==> src/rtl/sub_n128_cc8_pkg.sv <==
// Shared arithmetic package: default operand width, words per operation and
// the derived word-index width used by the multi-cycle sum/difference blocks.
package sub_n128_cc8_pkg;

    localparam int PKG_N  = 128;
    localparam int PKG_CC = 8;
    localparam int PKG_W  = PKG_N / PKG_CC;

    // A single-word configuration still needs a one-bit index register.
    localparam int PKG_IDX_W = (PKG_CC > 1) ? $clog2(PKG_CC) : 1;

endpackage

==> src/rtl/sub_n128_cc8_sub_word.sv <==
// One word of a multi-word subtraction: {cout, c} = a + ~b + cin.
// Purely combinational; cout is the inverted borrow.
module sub_word #(
    parameter int W = sub_n128_cc8_pkg::PKG_W
) (
    input  logic [W-1:0] a_i,
    input  logic [W-1:0] b_i,
    input  logic         cin_i,
    output logic [W-1:0] c_o,
    output logic         cout_o
);

    logic [W:0] sum;

    assign sum    = {1'b0, a_i} + {1'b0, ~b_i} + {{W{1'b0}}, cin_i};
    assign c_o    = sum[W-1:0];
    assign cout_o = sum[W];

endmodule

==> src/rtl/sub_n128_cc8.sv <==
// Word-serial N-bit unsigned subtractor: one W-bit word per valid cycle,
// least-significant first, with registered less-than / equal flags per operation.
module sub_n128_cc8
    import sub_n128_cc8_pkg::*;
#(
    parameter int N  = PKG_N,
    parameter int CC = PKG_CC,
    parameter int W  = N / CC
) (
    input  logic         clk,
    input  logic         rst,
    input  logic         in_valid,
    input  logic [W-1:0] a,
    input  logic [W-1:0] b,
    output logic [W-1:0] c,
    output logic         last,
    output logic         done,
    output logic         lt,
    output logic         eq
);

    localparam int IDX_W = (CC > 1) ? $clog2(CC) : 1;
    localparam logic [IDX_W-1:0] IDX_LAST = IDX_W'(CC - 1);

    logic [IDX_W-1:0] idx_q;
    logic             carry_q;
    logic             acc_q;
    logic             done_q;
    logic             lt_q;
    logic             eq_q;

    logic             first_word;
    logic             last_word;
    logic             cin;
    logic             cout;
    logic             c_nz;
    logic             acc_d;

    assign first_word = (idx_q == '0);
    assign last_word  = (idx_q == IDX_LAST);
    assign cin        = first_word ? 1'b1 : carry_q;

    sub_word #(.W(W)) u_sub_word (
        .a_i    (a),
        .b_i    (b),
        .cin_i  (cin),
        .c_o    (c),
        .cout_o (cout)
    );

    // Word 0 starts a fresh accumulation, so any stale value is ignored there.
    assign c_nz  = |c;
    assign acc_d = first_word ? c_nz : (acc_q | c_nz);

    always_ff @(posedge clk) begin
        if (!rst) begin
            idx_q   <= '0;
            carry_q <= 1'b0;
            acc_q   <= 1'b0;
            done_q  <= 1'b0;
            lt_q    <= 1'b0;
            eq_q    <= 1'b0;
        end else begin
            done_q <= 1'b0;
            if (in_valid) begin
                carry_q <= cout;
                acc_q   <= acc_d;
                if (last_word) begin
                    idx_q  <= '0;
                    lt_q   <= ~cout;
                    eq_q   <= ~acc_d;
                    done_q <= 1'b1;
                end else begin
                    idx_q <= idx_q + 1'b1;
                end
            end
        end
    end

    assign last = in_valid & last_word;
    assign done = done_q;
    assign lt   = lt_q;
    assign eq   = eq_q;

endmodule

==> config.mk <==
export PLATFORM = sky130hd
export DESIGN_NAME = sub_n128_cc8
export DESIGN_NICKNAME = d
export VERILOG_FILES = /design/src/rtl/sub_n128_cc8_pkg.sv /design/src/rtl/sub_n128_cc8_sub_word.sv /design/src/rtl/sub_n128_cc8.sv
export SDC_FILE = /design/constraint.sdc
export NUM_CORES = 1
export LEC_CHECK = 0
export ABC_CLOCK_PERIOD_IN_PS = 4190
export BUFFER_PORTS_ARGS = -buffer_cell sky130_fd_sc_hd__buf_2
export CAP_MARGIN = 15
export CORE_MARGIN = 10
export CORE_UTILIZATION = 54
export CTS_BUF_LIST = sky130_fd_sc_hd__clkbuf_4 sky130_fd_sc_hd__clkbuf_8 sky130_fd_sc_hd__clkbuf_16
export CTS_CLUSTER_DIAMETER = 50
export DETAILED_ROUTE_END_ITERATION = 8
export PLACE_DENSITY = 0.95
export SYNTH_ARGS = -nofsm -noshare
export SYNTH_HDL_FRONTEND = slang
export SYNTH_SLANG_ARGS = --single-unit
==> constraint.sdc <==
create_clock -name clk -period 4.19 [get_ports clk]
set_input_delay 0.2095 -clock clk [delete_from_list [all_inputs] [get_ports clk]]
set_output_delay 0.2095 -clock clk [all_outputs]
set_load 0.05 [all_outputs]
==> impl_metrics.yaml, run 1 <==
run_status:
  status: "complete, no violations"
floorplan:
  std_cell_rows: 18
  fp.dieArea_sq_mm: 0.00518
  core_area_sq_mm: 0.00252
  fp.dieW_microns: 72
  die-height_microns: 72
  pin_count: 55
  initial_core_util_pct: 57.9
yosys:
  syn_inst: 200
  synth_nets: 255
  ys_seq_elements: 8
  synth-compound-area-share_pct: 28.9
  yosys_warnings: 0
  synthArstFlopShare_pct: 0
  syn_avg_cell_area_sq_um: 7.30
  synth_area_sq_mm: 0.00146
  synth_fa_ha_area_share_pct: 18.2
  synth_xor_area_share_pct: 3.60
  synth-edff-count: 0
  synth_mux_area_share_pct: 2.83
  synthDistinctLibCells: 58
  yosys.area_share.simple_pct: 26.8
  synth_top_family_by_area: "compound AO/OA/AOI/OAI gates"
  seq_area_frac_synth_pct: 11.0
  synth-main-ff-cell: "dfxtp_1"
clock_network:
  postCtsHoldBufs: 0
  htree_levels: 1
  cts_made_buffers: 3
  clkTransAtPathRegs_ns: 0.05
  clock_sinks: 8
  cts_setup_buffers: 0
  cts_tree: "yes"
  cts_root_buf: "clkbuf_4"
  cts_resized: 0
  worstSkewPairLatency_ns: 0.25
  cts_buffer_depth: 2
critical_path:
  crit_path_frequent_cell: "nand2b_1"
  cpMaxStageDelayCell: "a311oi_1"
  crit_path_start_kind: "flop"
  crit_type: "flop to output pin"
  timing.rr.start: "idx_q[0]"
  end_kind: "output pin"
  reg2reg_depth: 14
  cp.required_ns: 3.98
  slowest_delay_ns: 0.42
  crit_buf_inv: 2
  crit_chain: "inv_1, ha_1, nand2b_1, nand2b_1, fa_1, a211oi_2, nor2_4, a311oi_1, o211ai_1, o41ai_1, or2_2, buf_2"
  critPathArrivalTime_ns: 2.98
  cpLargestDelayFamily: "compound AO/OA/AOI/OAI gates"
  cp_max_fo: 5
  r2r_slack_ns: 1.14
  worst_r2r_endpoint: "acc_q"
sta:
  finClkSkew_ns: 0.00422
  slew_violations: 0
  fin_crit_ns: 3.19
  relSlewSlack_pct: 65.7
  setup_tns_ns: 0
  timing.fmax_mhz: 314
  finalSetupViolations: 0
  worst_hold_slack_ns: 0.267
  fin_ws_ns: 1.00
  rsz0062_at_grt: "no"
  worst_pin_slew_ns: 0.507
  hold_viol: 0
  min_period_over_period_pct: 76.1
detailed_routing:
  drc_errors: 0
  routedLengthMet1_microns: 1680
  wl_met3_microns: 346
  met2_length_microns: 1990
  num_vias: 1692
  first_iter_violations: 153
  wl_per_cell_microns: 14.7
  viasPerCell: 6.02
  ant_nets: 0
  dr.pass1.iters: 4
  drt-total-wl_microns: 4130
  highest_layer: "met4"
job:
  max_cap_viol_count: 0
final_layout:
  nets: 308
  layout_common_cells: "54 x buf_2, 26 x inv_1, 23 x nand2_1, 18 x ha_1, 12 x nor2_1"
  layout-drive-gt1-share_pct: 26.7
  final-seq-area_sq_um: 160
  final_common_cell: "buf_2"
  fill_cells: 213
  antenna_cells: 0
  syn2layout_area_growth_pct: 20.6
  multiInputGateArea_sq_mm: 0.00117
grt:
  grt_usage_pct: 15.2
  grt_pass1_wl_microns: 6870
  antenna_found_initial: 0
  grt_pass1_vias: 1645
  grt_max_degree: 13
  overflow: 0
placement:
  gp_congestion: 1.01
  io_buffers: 54
  dpl.hpwl_microns: 3460
  dp_slack_ns: 1.18
min_path:
  hp-class: "input port to flop"
  hp-start: "rst"
  min_to: "idx_q[1]"
  hold_depth: 2
power:
  total_power_mw: 0.501
  ir_worst_vdd_v: 0.000271
  p_leak_nw: 0.906
  cellPowerDensity_mw_per_mm2: 285
[registers in the layout (all words and copies together), names as in the netlist]
register	count
eq	1
carry_q	1
lt	1
acc_q	1
done	1
idx_q	3
[per-layer routing]
metal	vias up	global-route usage, %
met4	0	6.24
met5	-	0
met3	14	3.54
met2	87	27.5
li1	827	-
met1	764	16.4
[per-stage QoR]
step	area, sq um	util (%)	std cells
detailed placement	1740	68.9	278
CTS	1760	69.8	281
finish	1760	69.8	281
floorplan	1460	-	200
global route	1760	69.8	281
global placement	1740	68.9	278
[layout make-up]
class | instances | area share (%)
Multi-Input combinational cell | 160 | 66.6
Timing Repair Buffer | 54 | 15.4
Inverter | 26 | 5.54
Sequential cell | 8 | 9.10
Clock buffer | 3 | 1.28
Tap cell | 30 | 2.13
[Yosys cell counts (2+ instances only)]
cell type	number	area, sq um
inv_1	26	97.6
nand2_1	23	86.3
ha_1	18	225
nor2_1	12	45.0
a21oi_1	11	55.1
o21ai_0	11	55.1
dfxtp_1	8	160
nand3_1	6	30.0
nor2b_1	5	31.3
o21ai_1	5	25.0
and4_1	4	35.0
xnor2_1	4	35.0
and2_1	3	18.8
buf_2	3	15.0
mux2i_1	3	30.0
nor4b_1	3	26.3
o211ai_1	3	22.5
a211oi_1	2	15.0
a21o_1	2	15.0
and3_1	2	12.5
clkbuf_1	2	7.51
fa_1	2	40.0
nand2b_1	2	12.5
o2111ai_1	2	17.5
o211a_1	2	20.0
o21a_1	2	15.0
o22ai_1	2	12.5
xor2_1	2	17.5
[how the worst max path moves through the flow]
stage                  start  endpoint  depth (start not counted)
detailed placement  idx_q[0]     acc_q                         14
global placement    idx_q[0]     acc_q                         14
finish              idx_q[0]     c[13]                         12
floorplan           idx_q[0]        eq                         14
CTS                 idx_q[0]     c[13]                         12
global route        idx_q[0]     c[12]                         13
[kinds of logic after synthesis]
family | count (synthesis)
and+or+nand+nor | 72
adders and majority gates | 20
xor gates and xnor gates | 6
DFF | 8
AOI/OAI and AO/OA | 58
buffers and inverters | 32
muxes | 4
[where the power goes]
group,switching [mW],internal [mW]
clock network,0.0263,0.0328
registers,0.00227,0.0794
logic,0.251,0.109
(Power assumes the default switching activity.)
==> run 2, diff against run 1 <==
--- a/config.mk
+++ b/config.mk
@@ -5,15 +5,16 @@
 export SDC_FILE = /design/constraint.sdc
 export NUM_CORES = 1
 export LEC_CHECK = 0
-export ABC_CLOCK_PERIOD_IN_PS = 4190
+export ABC_AREA = 1
+export ABC_CLOCK_PERIOD_IN_PS = 2700
 export BUFFER_PORTS_ARGS = -buffer_cell sky130_fd_sc_hd__buf_2
 export CAP_MARGIN = 15
 export CORE_MARGIN = 10
-export CORE_UTILIZATION = 54
+export CORE_UTILIZATION = 46
 export CTS_BUF_LIST = sky130_fd_sc_hd__clkbuf_4 sky130_fd_sc_hd__clkbuf_8 sky130_fd_sc_hd__clkbuf_16
 export CTS_CLUSTER_DIAMETER = 50
 export DETAILED_ROUTE_END_ITERATION = 8
-export PLACE_DENSITY = 0.95
+export PLACE_DENSITY = 0.87
 export SYNTH_ARGS = -nofsm -noshare
 export SYNTH_HDL_FRONTEND = slang
 export SYNTH_SLANG_ARGS = --single-unit
==> constraint.sdc (replaced) <==
create_clock -name clk -period 2.7 [get_ports clk]
set_input_delay 0.135 -clock clk [delete_from_list [all_inputs] [get_ports clk]]
set_output_delay 0.135 -clock clk [all_outputs]
set_load 0.05 [all_outputs]
==> run 2 against run 1 <==
Against the previous run: clock-buffer cell count unchanged; critical endpoint is now c[12]; flip-flop and latch count unchanged; highest routed layer unchanged; global-route usage decreased by 1.9 points.
==> impl_metrics.yaml, run 2 <==
sta:
  finalSetupViolations: 0
  timing.fmax_mhz: 385
  worst_pin_slew_ns: 0.283
  fin_crit_ns: 2.60
  setup_tns_ns: 0
  slew_violations: 0
  finClkSkew_ns: 0.00616
  fin_ws_ns: 0.101
  relSlewSlack_pct: 81.1
  hold_viol: 0
  min_period_over_period_pct: 96.3
detailed_routing:
  drc_errors: 0
  num_vias: 1866
  ant_nets: 0
  viasPerCell: 4.72
  dr.pass1.iters: 4
  first_iter_violations: 94
  wl_per_cell_microns: 11.1
  drt-total-wl_microns: 4400
critical_path:
  cp_max_fo: 4
  timing.rr.start: "idx_q[1]"
  crit_path_start_kind: "flop"
  cpLargestDelayFamily: "adder cells"
  slowest_delay_ns: 0.37
  r2r_slack_ns: 0.13
  crit_chain: "inv_2, ha_4, inv_2, o21ai_2, fa_2, inv_2, fa_2, inv_2, nand2_1, nand2_2, nand3_2, nand2_2, nand2_2, nand2_1, nand2_1, nand2_2, inv_1, buf_6"
  cpMaxStageDelayCell: "fa_2"
  critPathArrivalTime_ns: 2.46
  crit_type: "flop to output pin"
  end_kind: "output pin"
  crit_buf_inv: 6
  crit_start: "idx_q[1]"
  cp.required_ns: 2.57
clock_network:
  cts_root_buf: "clkbuf_4"
  worstSkewPairLatency_ns: 0.26
  postCtsHoldBufs: 0
  cts_buffer_depth: 2
  htree_levels: 1
  clock_sinks: 8
  clkTransAtPathRegs_ns: 0.06
  cts_tree: "yes"
  cts_made_buffers: 3
final_layout:
  final_common_cell: "nand2_1"
  antenna_cells: 0
  nets: 406
  syn2layout_area_growth_pct: 28.7
  final_cells: 395
  top_register: "idx_q"
  layout_common_cells: "81 x nand2_1, 68 x inv_1, 52 x buf_2, 23 x nand3_1"
  largest_register_ff_count: 3
  layout-drive-gt1-share_pct: 31.8
  fill_cells: 344
yosys:
  netlist.area_leader.share_pct: 21.2
  synth_area_sq_mm: 0.00158
  syn_avg_cell_area_sq_um: 5.47
  synth-edff-count: 0
  yosysMostFrequentCell: "nand2_1"
  synth_area_leaders: "nand2_1 21%, inv_1 18%, ha_1 14%"
  synthArstFlopShare_pct: 0
  yosys_warnings: 0
  synthDistinctLibCells: 23
  synth_area_leader_cell: "nand2_1"
  seq_area_frac_synth_pct: 10.2
  synth_nets: 343
  syn_inst: 288
  synth_common_cells: "89 x nand2_1, 74 x inv_1, 25 x nand3_1"
  synth-main-ff-cell: "dfxtp_1"
  ys_seq_elements: 8
grt:
  grt_pass1_wl_microns: 7090
  grt_max_degree: 8
  grt_pass1_vias: 1795
  overflow: 0
  grt_usage_pct: 13.3
  antenna_found_initial: 0
floorplan:
  pin_count: 55
  die-height_microns: 78.5
  initial_core_util_pct: 47.2
  std_cell_rows: 21
  core_area_sq_mm: 0.00334
  fp.dieW_microns: 78.5
  fp.dieArea_sq_mm: 0.00617
placement:
  dp_cells: 388
  io_buffers: 54
  gp_congestion: 0.936
  dp_slack_ns: 0.0484
  dpl.hpwl_microns: 3730
run_status:
  status: "complete, no violations"
power:
  total_power_mw: 0.813
  p_switching_mw: 0.459
  cellPowerDensity_mw_per_mm2: 401
  internal_power_mw: 0.355
  pwr-share-clk_pct: 11.7
  ir_worst_vdd_v: 0.000130
  pwr-share-comb_pct: 72.5
  p_leak_nw: 1.29
  switching_share_pct: 56.4
  seq_power_share_pct: 15.8
min_path:
  hp-class: "input port to flop"
  hp-start: "rst"
job:
  max_cap_viol_count: 0
-- run 2: cell types whose count changed after synthesis, moves of 5 or more --
cell and change:
nor2_1 +5, nor2b_1 -5, nand3_1 +19, inv_1 +48, nand2_2 +9, nand2_1 +66, inv_2 +6, o21ai_0 -7
-- run 2: per-layer routing --
| layer | routed length (microns) | global-route usage [%] |
|---|---|---|
| met5 | 0 | 0 |
| met4 | 77 | 4.30 |
| met3 | 234 | 3.08 |
| met2 | 2290 | 25.8 |
| met1 | 1800 | 13.5 |
-- run 2: cell type report --
class / instances / area [sq um] / share of cell area, %
multi-input cells: 200 / 1170 / 57.6
repair buffers: 58 / 317 / 15.6
flip-flops and latches: 8 / 163 / 8.01
inverters: 80 / 300 / 14.8
clock buffers: 3 / 22.5 / 1.11
well taps: 46 / 57.6 / 2.84
-- run 2: through the flow --
step           hold slack (ns)  utilization, %  area (sq um)
4_1_cts                  0.143            58.5          1950
3_3_place_gp             0.411            57.2          1910
5_1_grt                  0.165            60.8          2030
3_5_place_dp             0.415            57.2          1910
6_report                 0.141            60.8          2030
2_1_floorplan            0.231               -          1580
-- run 2: worst paths after layout --
kind         endpoint  cells after the start
min reg2reg  idx_q[1]                      2
max             c[12]                     18
min          idx_q[2]                      3
max reg2reg     acc_q                     20
-- run 2: cell families after synthesis --
group | after synthesis | synth area share (%)
DFF | 8 | 10.2
and+or+nand+nor | 156 | 45.0
adders and majority gates | 20 | 16.8
buffers and inverters | 80 | 19.0
AOI/OAI and AO/OA | 23 | 7.94
xor gates and xnor gates | 1 | 1.03
-- run 2: repair_timing --
action / CTS / global route
pin swaps: 1 / 14
buffers inserted: 0 / 4
gates resized for setup: 9 / 19
endpoints found under the setup margin: 4 / 8
-- run 2: worst min-delay path, stage by stage --
cell and delay, ns:
buf_2 0.12, o21ai_0 0.07, nor2_1 0.04
-- run 2: power groups by stage --
stage | combinational [mW] | sequential, mW | clock, mW
detailed placement | 0.548 | 0.130 | 0
CTS | 0.561 | 0.128 | 0.0943
global route | 0.646 | 0.129 | 0.105
finish | 0.590 | 0.128 | 0.0950
global placement | 0.539 | 0.130 | 0
floorplan | 0.422 | 0.130 | 0
